$ cat config.mk
export PLATFORM = sky130hd
export DESIGN_NAME = comb_sweep_sequencer_flat
export DESIGN_NICKNAME = d
export VERILOG_FILES = /design/src/rtl/comb_sweep_if.sv /design/src/rtl/comb_sweep_sequencer.sv /design/src/flat_wrapper.sv
export SDC_FILE = /design/constraint.sdc
export NUM_CORES = 1
export LEC_CHECK = 0
export ABC_AREA = 1
export ABC_CLOCK_PERIOD_IN_PS = 2000
export CORE_AREA = 2 2 47 49
export CTS_CLUSTER_SIZE = 20
export DETAILED_ROUTE_END_ITERATION = 10
export DIE_AREA = 0 0 49 51
export DONT_BUFFER_PORTS = 1
export PLACE_DENSITY_LB_ADDON = 0.3
export SLEW_MARGIN = 20
export SYNTH_ARGS = -nofsm -noshare
export SYNTH_HDL_FRONTEND = slang
export SYNTH_SLANG_ARGS = --single-unit
$ cat constraint.sdc
create_clock -name clk -period 2 [get_ports clk]
set_clock_uncertainty 0.05 [all_clocks]
set_input_delay 0.5 -clock clk [delete_from_list [all_inputs] [get_ports clk]]
set_output_delay 0.5 -clock clk [all_outputs]
set_load 0.05 [all_outputs]
$ cat src/rtl/comb_sweep_if.sv
// Bundle between the sweep sequencer and its surroundings: self-test control,
// shared stimulus, the two compared outputs, and the sweep results.
interface comb_sweep_if #(
    parameter int unsigned IN_W  = 3,
    parameter int unsigned OUT_W = 1
);
    logic            start;
    logic            abort;
    logic [IN_W-1:0] stim;
    logic [OUT_W-1:0] dut_out;
    logic [OUT_W-1:0] ref_out;
    logic            busy;
    logic            done;
    logic            pass;
    logic [IN_W:0]   score;
    logic            fail_seen;
    logic [IN_W-1:0] first_fail;

    // Controller / environment side: requests sweeps and returns model outputs.
    modport master (
        output start, abort, dut_out, ref_out,
        input  stim, busy, done, pass, score, fail_seen, first_fail
    );

    // Sequencer side.
    modport slave (
        input  start, abort, dut_out, ref_out,
        output stim, busy, done, pass, score, fail_seen, first_fail
    );
endinterface

$ cat src/rtl/comb_sweep_sequencer.sv
// Exhaustive input sweeper: walks every input code, waits a settle time, then
// scores the block under test against its golden model and reports a verdict.
module comb_sweep_sequencer #(
    parameter int unsigned IN_W   = 3,
    parameter int unsigned OUT_W  = 1,
    parameter int unsigned SETTLE = 2
) (
    input  logic        clk,
    input  logic        rstn,
    comb_sweep_if.slave bus
);
    localparam int unsigned SCORE_W = IN_W + 1;
    localparam int unsigned CNT_W   = 4;
    localparam int unsigned CODES   = 1 << IN_W;

    typedef enum logic [1:0] {
        ST_IDLE    = 2'd0,
        ST_SETTLE  = 2'd1,
        ST_COMPARE = 2'd2,
        ST_DONE    = 2'd3
    } state_t;

    state_t             r_state;
    state_t             w_state_nxt;
    logic [IN_W-1:0]    r_stim;
    logic [IN_W-1:0]    w_stim_nxt;
    logic [CNT_W-1:0]   r_cnt;
    logic [CNT_W-1:0]   w_cnt_nxt;
    logic [SCORE_W-1:0] r_score;
    logic [SCORE_W-1:0] w_score_nxt;
    logic               r_fail_seen;
    logic               w_fail_seen_nxt;
    logic [IN_W-1:0]    r_first_fail;
    logic [IN_W-1:0]    w_first_fail_nxt;
    logic               r_busy;
    logic               w_busy_nxt;
    logic               r_done;
    logic               w_done_nxt;

    logic               w_start;
    logic               w_abort;
    logic [OUT_W-1:0]   w_dut;
    logic [OUT_W-1:0]   w_ref;
    logic               w_match;
    logic               w_last_code;
    logic               w_settled;

    assign w_start     = bus.start;
    assign w_abort     = bus.abort;
    assign w_dut       = bus.dut_out;
    assign w_ref       = bus.ref_out;
    assign w_match     = (w_dut == w_ref);
    assign w_last_code = (r_stim == {IN_W{1'b1}});
    assign w_settled   = (r_cnt == CNT_W'(SETTLE - 1));

    // State register.
    always_ff @(posedge clk or negedge rstn) begin
        if (!rstn) begin
            r_state <= ST_IDLE;
        end else begin
            r_state <= w_state_nxt;
        end
    end

    // Next-state logic; abort takes priority over the settle/last-code exits.
    always_comb begin
        w_state_nxt = r_state;
        case (r_state)
            ST_IDLE: begin
                if (w_start) begin
                    w_state_nxt = ST_SETTLE;
                end
            end
            ST_SETTLE: begin
                if (w_abort) begin
                    w_state_nxt = ST_IDLE;
                end else if (w_settled) begin
                    w_state_nxt = ST_COMPARE;
                end
            end
            ST_COMPARE: begin
                if (w_abort) begin
                    w_state_nxt = ST_IDLE;
                end else if (w_last_code) begin
                    w_state_nxt = ST_DONE;
                end else begin
                    w_state_nxt = ST_SETTLE;
                end
            end
            ST_DONE: begin
                if (w_start) begin
                    w_state_nxt = ST_SETTLE;
                end
            end
            default: begin
                w_state_nxt = ST_IDLE;
            end
        endcase
    end

    // Output / datapath next values. The compare is scored even when aborted.
    always_comb begin
        w_stim_nxt       = r_stim;
        w_cnt_nxt        = r_cnt;
        w_score_nxt      = r_score;
        w_fail_seen_nxt  = r_fail_seen;
        w_first_fail_nxt = r_first_fail;
        w_busy_nxt       = (w_state_nxt == ST_SETTLE) || (w_state_nxt == ST_COMPARE);
        w_done_nxt       = (w_state_nxt == ST_DONE);
        case (r_state)
            ST_IDLE, ST_DONE: begin
                if (w_start) begin
                    w_stim_nxt       = '0;
                    w_cnt_nxt        = '0;
                    w_score_nxt      = '0;
                    w_fail_seen_nxt  = 1'b0;
                    w_first_fail_nxt = '0;
                end
            end
            ST_SETTLE: begin
                if (w_abort) begin
                    w_stim_nxt = '0;
                    w_cnt_nxt  = '0;
                end else if (w_settled) begin
                    w_cnt_nxt = '0;
                end else begin
                    w_cnt_nxt = r_cnt + CNT_W'(1);
                end
            end
            ST_COMPARE: begin
                w_cnt_nxt = '0;
                if (w_match) begin
                    w_score_nxt = r_score + SCORE_W'(1);
                end else if (!r_fail_seen) begin
                    w_fail_seen_nxt  = 1'b1;
                    w_first_fail_nxt = r_stim;
                end
                if (w_abort) begin
                    w_stim_nxt = '0;
                end else if (!w_last_code) begin
                    w_stim_nxt = r_stim + IN_W'(1);
                end
            end
            default: begin
                w_cnt_nxt = '0;
            end
        endcase
    end

    // Datapath and status registers.
    always_ff @(posedge clk or negedge rstn) begin
        if (!rstn) begin
            r_stim       <= '0;
            r_cnt        <= '0;
            r_score      <= '0;
            r_fail_seen  <= 1'b0;
            r_first_fail <= '0;
            r_busy       <= 1'b0;
            r_done       <= 1'b0;
        end else begin
            r_stim       <= w_stim_nxt;
            r_cnt        <= w_cnt_nxt;
            r_score      <= w_score_nxt;
            r_fail_seen  <= w_fail_seen_nxt;
            r_first_fail <= w_first_fail_nxt;
            r_busy       <= w_busy_nxt;
            r_done       <= w_done_nxt;
        end
    end

    assign bus.stim       = r_stim;
    assign bus.busy       = r_busy;
    assign bus.done       = r_done;
    assign bus.score      = r_score;
    assign bus.fail_seen  = r_fail_seen;
    assign bus.first_fail = r_first_fail;
    // Verdict is a live decode of the final score, only meaningful while done.
    assign bus.pass       = r_done && (r_score == SCORE_W'(CODES));

endmodule

$ cat src/flat_wrapper.sv
// flat-port wrapper written by rule: the top's interface ports become plain ports
module comb_sweep_sequencer_flat 
#(
    parameter int unsigned IN_W   = 3,
    parameter int unsigned OUT_W  = 1,
    parameter int unsigned SETTLE = 2
)
  (clk, rstn, bus_start, bus_abort, bus_dut_out, bus_ref_out, bus_stim, bus_busy, bus_done, bus_pass, bus_score, bus_fail_seen, bus_first_fail);
  comb_sweep_if #(.IN_W(IN_W), .OUT_W(OUT_W)) bus_i ();
  input  logic clk;
  input  logic rstn;
  input wire logic [$bits(bus_i.start)-1:0] bus_start;
  input wire logic [$bits(bus_i.abort)-1:0] bus_abort;
  input wire logic [$bits(bus_i.dut_out)-1:0] bus_dut_out;
  input wire logic [$bits(bus_i.ref_out)-1:0] bus_ref_out;
  output wire logic [$bits(bus_i.stim)-1:0] bus_stim;
  output wire logic [$bits(bus_i.busy)-1:0] bus_busy;
  output wire logic [$bits(bus_i.done)-1:0] bus_done;
  output wire logic [$bits(bus_i.pass)-1:0] bus_pass;
  output wire logic [$bits(bus_i.score)-1:0] bus_score;
  output wire logic [$bits(bus_i.fail_seen)-1:0] bus_fail_seen;
  output wire logic [$bits(bus_i.first_fail)-1:0] bus_first_fail;
  assign bus_i.start = bus_start;
  assign bus_i.abort = bus_abort;
  assign bus_i.dut_out = bus_dut_out;
  assign bus_i.ref_out = bus_ref_out;
  assign bus_stim = bus_i.stim;
  assign bus_busy = bus_i.busy;
  assign bus_done = bus_i.done;
  assign bus_pass = bus_i.pass;
  assign bus_score = bus_i.score;
  assign bus_fail_seen = bus_i.fail_seen;
  assign bus_first_fail = bus_i.first_fail;
  comb_sweep_sequencer #(.IN_W(IN_W), .OUT_W(OUT_W), .SETTLE(SETTLE)) u_core (.clk(clk), .rstn(rstn), .bus(bus_i));
endmodule
==> summary.md, run 1 <==
| Metric | Value |
|---|---|
| Status | complete, no violations |
| Die Ht | a little over 50 um |
| Final nets | between 150 and 200 |
| Antenna viol nets, final | 0 |
| Max Fclk | 531 MHz |
| Largest net degree at the start of global routing | 20 |
| Worst path max stage delay | just under 400 ps |
| Slew HR | between 40 and 50% |
| Vias in the first global route | 851 |
| Setup_tns | 0 ps |
| IO buf count | 0 |
| # resized after CTS | 0 |
| Count leader, synth | nand2_1 |
| CTS tree | built |
| Crit. End Element | primary output |
| Cell Rows | 17 |
| CP Data Required Time | around 1500 ps |
| Routed WL per cell | ~12 um |
| Clk_lat worst skew | roughly 300 ps |
| Initial DRC count | 19 |
| Max Slew Vio Count | 0 |
| Crit path max fanout | 2 |
| Most frequent cells after synthesis | nand2_1 (41), dfrtp_1 (19), inv_1 (14), nor2_1 (13), ha_1 (10) |
| Synth area leaders | dfrtp_1 (45%), nand2_1 (15%), ha_1 (12%), inv_1 (5.0%), nor2_1 (4.6%) |
| Total Routing Usage GR | approximately 18% |
| Drt total wl | 2010 um |
| Synth area leader | dfrtp_1 |
| H-tree depth | 1 |
| Least-Margin Pin Slew | around 830 ps |
| Top FF cell, synth | dfrtp_1 |
| Worst-case clock buffer depth | 2 |
| Post-route minimum period | about 1900 ps |
| Final Hold Viols | 0 |
| ANT cells | 0 |
| Core area | between 0.002 and 0.0025 mm2 |
| Initial core utilization | slightly above 50% |
| Leak | between 0.0006 and 0.0007 uW |
| FFs w/ async S/R, synth | between 90% and 100% |
| Mean Syn Cell Area | around 8 um2 |
| Vias/cell | approximately 5.0 |
| Synth Register Bits | 19 |
| Post-Syn Nets | approximately 150 |
| Final cell count without fillers | about 170 |
| Via count | 858 |
| RSZ-0062 raised after global routing | no |
| DR DRC count | 0 |
| Worst path slowest cell | dfrtp_1 |
| Synth warn | 0 |
| Yosys cell types | 23 |
| Power Dens Cells | roughly 1300 mW/mm2 |
| Min-Delay Path Class | input port to flop |
| Initial antenna violation count | 0 |
| # IOs | 20 |
| Top cell type's share of synthesized area | between 40% and 50% |
| Share of layout cells above drive strength 1 | between 10 and 15% |
| Die footprint | approximately 0.0025 mm2 |
| Register area share after synthesis | around 45% |
| CTS root buffer | clkbuf_4 |
| CTS clk-pin slew, worst paths | around 100 ps |
| Detail Placement HPWL | ~1600 um |
| Initial DRT Pass Iterations | 4 |
| Synthesis-to-layout area growth | 15.4% |
| Final GP Congestion | between 0.8 and 0.9 |
| CP Data Arrival Time | 1330 ps |
| Filler Cells Inserted | 200 |
| First-pass GRT wire length | around 3500 um |
| Die Wd | 49 um |
| Max-Cap Viols | 0 |
| Cell-by-cell trace of the critical path | inv_1 > ha_1 > nand2_1 > nor3_4 > buf_12 |
| Synthesized area | ~0.0011 mm2 |
| Crit path kind | flop to primary output |
| Setup crit start kind | flop |
| Final setup viols | 0 |
| Crit share post-route | 94.2% |
| Max VDD drop | between 0.8 and 0.9 mV |
| Cts bufs inserted | 3 |
| Syn Inst Count | 130 |
| Clk sinks | 19 |
| Total grt overflow | 0 |
| Post-synth EDFFs | 0 |
| Placed insts | ~170 |
## layout make-up
cell class | count | area [um2] | area share (%)
multi-input cells | 94 | 529 | 43.4
inverters | 17 | 63.8 | 5.23
well taps | 28 | 35.0 | 2.87
repair buffers | 10 | 90.1 | 7.38
clock buffers | 4 | 26.3 | 2.15
flip-flops and latches | 19 | 475 | 39.0
## layer usage
| layer | share of wire, % | wire length [um] | GRT usage [%] |
|---|---|---|---|
| met1 | 46 | 935 | 22.1 |
| met2 | 47 | 941 | 31.7 |
| met3 | 4.2 | 84 | 3.80 |
| met4 | 2.4 | 49 | 9.52 |
| met5 | 0 | 0 | 0 |
## worst max-delay path: cells and delay by family, from the launching register on
family	cells	cell delay, ps
AND/OR/NAND/NOR	2	260
adder cells (fa/ha/maj)	1	140
flip-flops	1	390
buffers and inverters	2	240
## stage by stage
stage | hold slack [ps] | power, uW | setup WS, ps | util [%] | cell area (um2)
detailed placement | 155 | 1370 | 247 | 57.4 | 1180
floorplan | 154 | 1190 | 78.6 | - | 1070
CTS | 372 | 1580 | 111 | 59.1 | 1220
global placement | 155 | 1340 | 314 | 57.4 | 1180
global route | 374 | 1710 | 19.8 | 59.1 | 1220
finish | 372 | 1570 | 117 | 59.1 | 1220
## cell families (layout without fill, tap and decap cells)
family | after synthesis | count (layout) | share of synthesized area [%]
buffers and inverters | 17 | 31 | 6.04
AND/OR/NAND/NOR | 69 | 69 | 27.9
adder cells (fa/ha/maj) | 10 | 10 | 11.8
XOR/XNOR | 2 | 2 | 1.66
flip-flops | 19 | 19 | 45.0
multiplexers | 1 | 1 | 0.947
AO/OA/AOI/OAI | 12 | 12 | 6.63
## power breakdown
part	leakage [uW]	total (uW)	internal [uW]	switching, uW
sequential	0.000257	595	467	127
clock	0.0000150	195	77.9	117
combinational	0.000361	779	247	532
total	0.000632	1570	792	777
## final timing paths
kind / from / to / slack [ps] / cells after the start
max: u_core.bus.score[0]$_DFFE_PN0P_ / bus_pass / 120 / 5
min: bus_abort / u_core.r_state[1]$_DFF_PN0_ / 370 / 2
max reg2reg: u_core.r_state[0]$_DFF_PN0_ / u_core.bus.busy$_DFF_PN0_ / 220 / 6
min reg2reg: u_core.r_cnt[0]$_DFFE_PN0P_ / u_core.r_cnt[0]$_DFFE_PN0P_ / 510 / 1
max in group asynchronous: rstn / u_core.r_cnt[2]$_DFFE_PN0P_ / 710 / 1
min in group asynchronous: rstn / u_core.bus.first_fail[0]$_DFFE_PN0P_ / 680 / 1
## cells in the final DEF, fill, tap and decap left out
master         Yosys  layout
nand2_1           41      41
dfrtp_1           19      19
inv_1             14      14
nor2_1            13      13
ha_1              10      10
nand3_1            8       8
buf_4              0       8
o21ai_0            5       5
inv_2              3       3
a21oi_1            3       3
clkbuf_4           0       3
nor2_4             1       1
o211ai_1           1       1
o21a_1             1       1
nor3_4             0       1
nor2_2             1       1
nand3_2            1       1
or2_0              1       1
o21ai_2            1       1
xor2_1             1       1
nand4_1            1       1
o22ai_1            1       1
mux2i_1            1       1
xnor2_1            1       1
nor3b_1            1       1
clkbuf_1           0       1
dlygate4sd3_1      0       1
buf_12             0       1
## repair_timing
| action | in CTS | in global routing |
|---|---|---|
| hold buffers | 1 | 0 |
| endpoints found under the hold margin | 19 | 0 |
| buffers inserted | 0 | 0 |
| endpoints found under the setup margin | 0 | 0 |
## flip-flops by register name (all words and copies together), names as in the netlist
register / flops
u_core.bus.score: 4
u_core.r_cnt: 4
u_core.bus.first_fail: 3
u_core.bus.stim: 3
u_core.r_state: 2
u_core.bus.busy: 1
u_core.bus.done: 1
u_core.bus.fail_seen: 1
Note: power is estimated with default switching activity, not from simulation.
==> run 2, diff against run 1 <==
- CELL_PAD_IN_SITES_DETAIL_PLACEMENT: default -> 0
- CELL_PAD_IN_SITES_GLOBAL_PLACEMENT: default -> 1
- CORE_AREA: 2 2 47 49 -> 2 2 53 55
- DIE_AREA: 0 0 49 51 -> 0 0 55 57
==> run 2 against run 1 <==
  * Clock power about the same
  * Worst setup slack improved by 33 ps
  * Cell area increased by 1.0%
  * Critical endpoint unchanged
  * Cell count increased by 2.3%
  * Critical path depth unchanged
  * Worst hold slack improved by 18 ps
  * Via count decreased by 1.7%
  * Sequential cell count unchanged
  * Die area increased by 25%
  * Routed wire length decreased by 0.60%
==> summary.md, run 2 (synthesis results as in run 1) <==
| Metric | Value |
|---|---|
| Commonest non-fill, non-tap cell in the layout | nand2_1 |
| Clk sinks | 19 |
| Largest net degree at the start of global routing | 20 |
| Crit share post-route | 92.5% |
| CP Data Arrival Time | approximately 1300 ps |
| Post-route minimum period | about 1800 ps |
| Detail Placement HPWL | around 1600 um |
| Clk_lat worst skew | approximately 290 ps |
| Least-Margin Pin Slew | 859 ps |
| Clock share of power | 12.2% |
| Vias in the first global route | 856 |
| Worst Setup Slack, final | between 150 and 200 ps |
| Die footprint | approximately 0.0031 mm2 |
| Crit path max fanout | 2 |
| Max VDD drop | between 0.8 and 0.9 mV |
| Final cell count without fillers | ~180 |
| Filler Cells Inserted | 279 |
| Final setup viols | 0 |
| Total grt overflow | 0 |
| First-pass GRT wire length | approximately 3600 um |
| Drt total wl | 2000 um |
| CP Data Required Time | about 1500 ps |
| Power Dens Cells | 1270 mW/mm2 |
| CTS tree | built |
| Commonest non-fill, non-tap cells in the layout | nand2_1 (41), dfrtp_1 (19), inv_1 (14) |
| Cell-by-cell trace of the critical path | inv_1 > ha_1 > nand2_1 > nor3_4 > buf_12 |
| Initial core utilization | about two fifths |
| Worst reg2reg setup slack | approximately 270 ps |
| Max Slew Vio Count | 0 |
| Die Ht | between 50 and 60 um |
| Cts bufs inserted | 3 |
| Setup_tns | 0 ps |
| DP Area | roughly 0.0012 mm2 |
| Setup crit start kind | flop |
| Final Hold Viols | 0 |
| Setup bufs post-CTS | 0 |
| Vias/cell | 4.79 |
| Cell Rows | 19 |
| Design area | 0.00123 mm2 |
| Hold depth | 2 |
| Initial antenna violation count | 0 |
| Leak | 0.000640 uW |
| Total Routing Usage GR | 15.4% |
| Via count | ~840 |
| Share of layout cells above drive strength 1 | between 15 and 20% |
| Status | complete, no violations |
| Worst path max stage delay | between 300 and 400 ps |
| RSZ-0062 raised after global routing | no |
| ANT cells | 0 |
| Worst-case clock buffer depth | 2 |
| Sequential share of power | about 38% |
| Internal power | 799 uW |
| Max-Cap Viols | 0 |
| Final nets | between 150 and 200 |
| Dpl ws | 268 ps |
| FF-to-FF path depth | 8 |
| Synthesis-to-layout area growth | 16.6% |
| Slew HR | approximately 43% |
| CTS clk-pin slew, worst paths | about 110 ps |
| Psw | a little under 800 uW |
| CTS root buffer | clkbuf_4 |
| Antenna viol nets, final | 0 |
| Min-Delay Path Class | input port to flop |
| Hold Buf Count CTS | 1 |
| # IOs | 20 |
| Combinational Power Share | roughly half |
| # resized after CTS | 0 |
| Placed insts | 171 |
| Crit. End Element | primary output |
| Core area | around 0.0026 mm2 |
| Worst path slowest cell | dfrtp_1 |
| DR DRC count | 0 |
| Max Fclk | between 500 and 600 MHz |
| H-tree depth | 1 |
| IO buf count | 0 |
| Routed WL per cell | 11.4 um |
| Switching share of power | about half |
| Initial DRC count | 6 |
| Die Wd | roughly 55 um |
| Crit path kind | flop to primary output |
| Initial DRT Pass Iterations | 4 |
| Final GP Congestion | approximately 0.78 |
## run 2: cell count changes in the layout (fill, tap and decap cells not counted), sizes merged
cell,change
buf,+1
clkinv,+1
clkbuf,-1
## run 2: worst max-delay path: cells and delay by family (launching register included)
kind	cells	cell delay (ps)
flip-flops	1	390
AND/OR/NAND/NOR	2	240
adder cells (fa/ha/maj)	1	140
buffers and inverters	2	230
## run 2: per-stage QoR
| step | hold WS, ps | utilization, % | total power (uW) |
|---|---|---|---|
| 2_1_floorplan | 154 | - | 1190 |
| 3_3_place_gp | 155 | 45.7 | 1370 |
| 3_5_place_dp | 155 | 45.7 | 1380 |
| 4_1_cts | 375 | 47.1 | 1590 |
| 6_report | 390 | 47.1 | 1570 |
| 5_1_grt | 373 | 47.1 | 1730 |
## run 2: worst paths after layout
path	to	startpoint
worst min-delay path	u_core.r_state[1]$_DFF_PN0_	bus_abort
worst max-delay path	bus_pass	u_core.bus.score[0]$_DFFE_PN0P_
worst min register to register	u_core.r_cnt[0]$_DFFE_PN0P_	u_core.r_cnt[0]$_DFFE_PN0P_
min in group asynchronous	u_core.r_cnt[2]$_DFFE_PN0P_	rstn
max in group asynchronous	u_core.bus.stim[1]$_DFFE_PN0P_	rstn
worst max register to register	u_core.bus.busy$_DFF_PN0_	u_core.r_state[0]$_DFF_PN0_
## run 2: power by group through the flow
stage | clock, uW | combinational [uW] | sequential [uW]
final | 192 | 787 | 591
after global routing | 217 | 910 | 603
after CTS | 202 | 796 | 592
after detailed placement | 0 | 784 | 599
after global placement | 0 | 773 | 597
after floorplan | 0 | 484 | 707
## run 2: cell type report
type	count	area, um2	area share (%)
inverter	17	63.8	5.18
multi-input combinational	94	529	42.9
clock buffer	3	22.5	1.83
timing repair buffer	11	97.6	7.92
clock inverter	1	5.00	0.406
sequential	19	475	38.6
tap	31	38.8	3.15
## run 2: layer usage
layer  up-vias  wire, um  track usage, %
met3         2        74            2.88
met1       387       965            21.7
met2        12       946            23.3
met4         0        13            6.27
met5         -         0               0
li1        442         -               -
==> run 3, diff against run 2 <==
- ABC_CLOCK_PERIOD_IN_PS: 2000 -> 1900
- GPL_ROUTABILITY_DRIVEN: default -> 0
- PLACE_DENSITY_LB_ADDON: 0.3 -> 0.1
- clock period: 2 -> 1.9 ns (I/O delays scaled with it)
==> run 3 against run 2 <==
  * Total power is 9.4% higher
  * Via count decreased by 0.12%
  * Sequential cell count did not move
  * First-iteration DRC count grew to 3.0 times the previous value
  * Cell area increased by 2.2%
  * Core utilization increased by 1.1 points
  * Global-route usage grew 0.18 points
  * Routed wire length grew 5.0%
  * Die area did not move
  * Non-clock buffer count is 1 higher
  * Largest cell class unchanged
==> summary.md, run 3 (synthesis results as in run 1) <==
| Metric | Value |
|---|---|
| Least-Margin Pin Slew | ~900 ps |
| DP Area | around 0.0012 mm2 |
| FF-to-FF Start | u_core.r_state[0]$_DFF_PN0_ |
| Die Wd | roughly 55 um |
| CTS tree | built |
| DR DRC count | 0 |
| CTS root buffer | clkbuf_4 |
| Status | complete, no violations |
| RSZ-0062 raised after global routing | yes |
| Footprint of the multi-input gates | 549 um2 |
| Setup crit start kind | flop |
| Commonest non-fill, non-tap cell in the layout | nand2_1 |
| Combinational Power Share | between 50% and 60% |
| Clk sinks | 19 |
| First-pass GRT wire length | ~3500 um |
| Total Routing Usage GR | 15.6% |
| Crit path kind | flop to primary output |
| CP Data Arrival Time | 1330 ps |
| Design area | between 0.001 and 0.0015 mm2 |
| Final Hold Viols | 0 |
| Initial core utilization | between 40% and 50% |
| Initial DRC count | 18 |
| Min-delay src | bus_abort |
| Min-Delay Endpoint | u_core.r_state[1]$_DFF_PN0_ |
| H-tree depth | 1 |
| Sequential share of power | 36.6% |
| Filler Cells Inserted | 258 |
| Post-route minimum period | roughly 1900 ps |
| Final setup viols | 0 |
| Worst Setup Slack, final | 42.9 ps |
| Psw | around 840 uW |
| Die footprint | 0.00314 mm2 |
| Synthesis-to-layout area growth | 19.2% |
| CTS clk-pin slew, worst paths | between 100 and 150 ps |
| Commonest non-fill, non-tap cells in the layout | nand2_1 (40), dfrtp_1 (19), nor2_1 (13) |
| Register area | around 480 um2 |
| Reg-to-reg critical path endpoint | u_core.bus.busy$_DFF_PN0_ |
| Crit share post-route | 97.7% |
| Initial DRT Pass Iterations | 4 |
| FF-to-FF path depth | 8 |
| Vias in the first global route | roughly 830 |
| Cell Rows | 19 |
| Hold Worst Slack | 343 ps |
| Switching share of power | between 40% and 50% |
| Initial antenna violation count | 0 |
| Worst reg2reg setup slack | roughly 200 ps |
| Final nets | around 160 |
| Via count | ~840 |
| Crit. End Element | primary output |
| Slew HR | about two fifths |
| Power Dens Cells | 1360 mW/mm2 |
| Detail Placement HPWL | 1640 um |
| Die Ht | 57 um |
| Max VDD drop | 0.795 mV |
| Clock share of power | around an eighth |
| Max Slew Vio Count | 0 |
| Clk_lat worst skew | 300 ps |
| Largest net degree at the start of global routing | 20 |
| ANT cells | 0 |
| Drt total wl | 2100 um |
| Routed WL per cell | around 12 um |
| Min-Delay Path Class | input port to flop |
| Max-Cap Viols | 0 |
| Internal power | 873 uW |
| Share of layout cells above drive strength 1 | 18.5% |
| Vias/cell | roughly 4.8 |
| Antenna viol nets, final | 0 |
| Core area | approximately 0.0026 mm2 |
| CP Data Required Time | roughly 1400 ps |
| Total grt overflow | 0 |
| # IOs | 20 |
| Dpl ws | 177 ps |
| Leak | roughly 0.00065 uW |
| Worst-case clock buffer depth | 2 |
| IO buf count | 0 |
| Crit path max fanout | 2 |
| Hold depth | 2 |
| Cts bufs inserted | 3 |
| Max Fclk | ~540 MHz |
[run 3: worst max path at each step]
stage	slack [ps]	start	endpoint
floorplan	4	u_core.bus.score[0]$_DFFE_PN0P_	bus_pass
global placement	230	u_core.r_state[0]$_DFF_PN0_	u_core.bus.busy$_DFF_PN0_
detailed placement	180	u_core.r_state[0]$_DFF_PN0_	u_core.bus.busy$_DFF_PN0_
CTS	20	u_core.bus.score[0]$_DFFE_PN0P_	bus_pass
global route	-10	u_core.bus.score[0]$_DFFE_PN0P_	bus_pass
finish	40	u_core.bus.score[0]$_DFFE_PN0P_	bus_pass
[run 3: metrics by stage]
stage          TNS (ps)  total power, uW  cells  utilization, %
6_report              0             1720    177            48.2
5_1_grt           -12.6             1890    177            48.2
4_1_cts               0             1690    176            47.1
3_5_place_dp          0             1460    171            45.7
3_3_place_gp          0             1450    171            45.7
2_1_floorplan         0             1250    130               -
[run 3: final cells by class]
type	instances	area share (%)
inverter	17	5.06
clock inverter	1	0.397
tap	31	3.08
clock buffer	3	1.79
multi-input combinational	94	43.6
sequential	19	37.7
timing repair buffer	12	8.34
[run 3: metal layers]
| layer | share of wire [%] | wire length [um] | GRT usage, % |
|---|---|---|---|
| met2 | 47 | 976 | 25.2 |
| met4 | 2.1 | 44 | 7.32 |
| met5 | 0 | 0 | 0 |
| met1 | 45 | 943 | 18.3 |
| met3 | 6.4 | 134 | 5.24 |
[run 3: power by group through the flow]
stage | clock [uW] | sequential [uW] | combinational (uW)
floorplan | 0 | 744 | 509
global placement | 0 | 632 | 823
detailed placement | 0 | 634 | 831
CTS | 220 | 628 | 846
global route | 236 | 646 | 1010
finish | 210 | 629 | 878
[run 3: worst max-delay path: stages, from the launching register on]
cell and delay, ps:
dfrtp_1 400, inv_2 80, ha_4 140, nand2_4 50, nor3_4 200, buf_12 160
[run 3: what timing repair did]
item / in CTS / in global routing
setup endpoints to repair: 0 / 1
hold buffers: 1 / 0
buffers inserted: 0 / 1
endpoints found under the hold margin: 19 / 0
resized for setup: 0 / 6
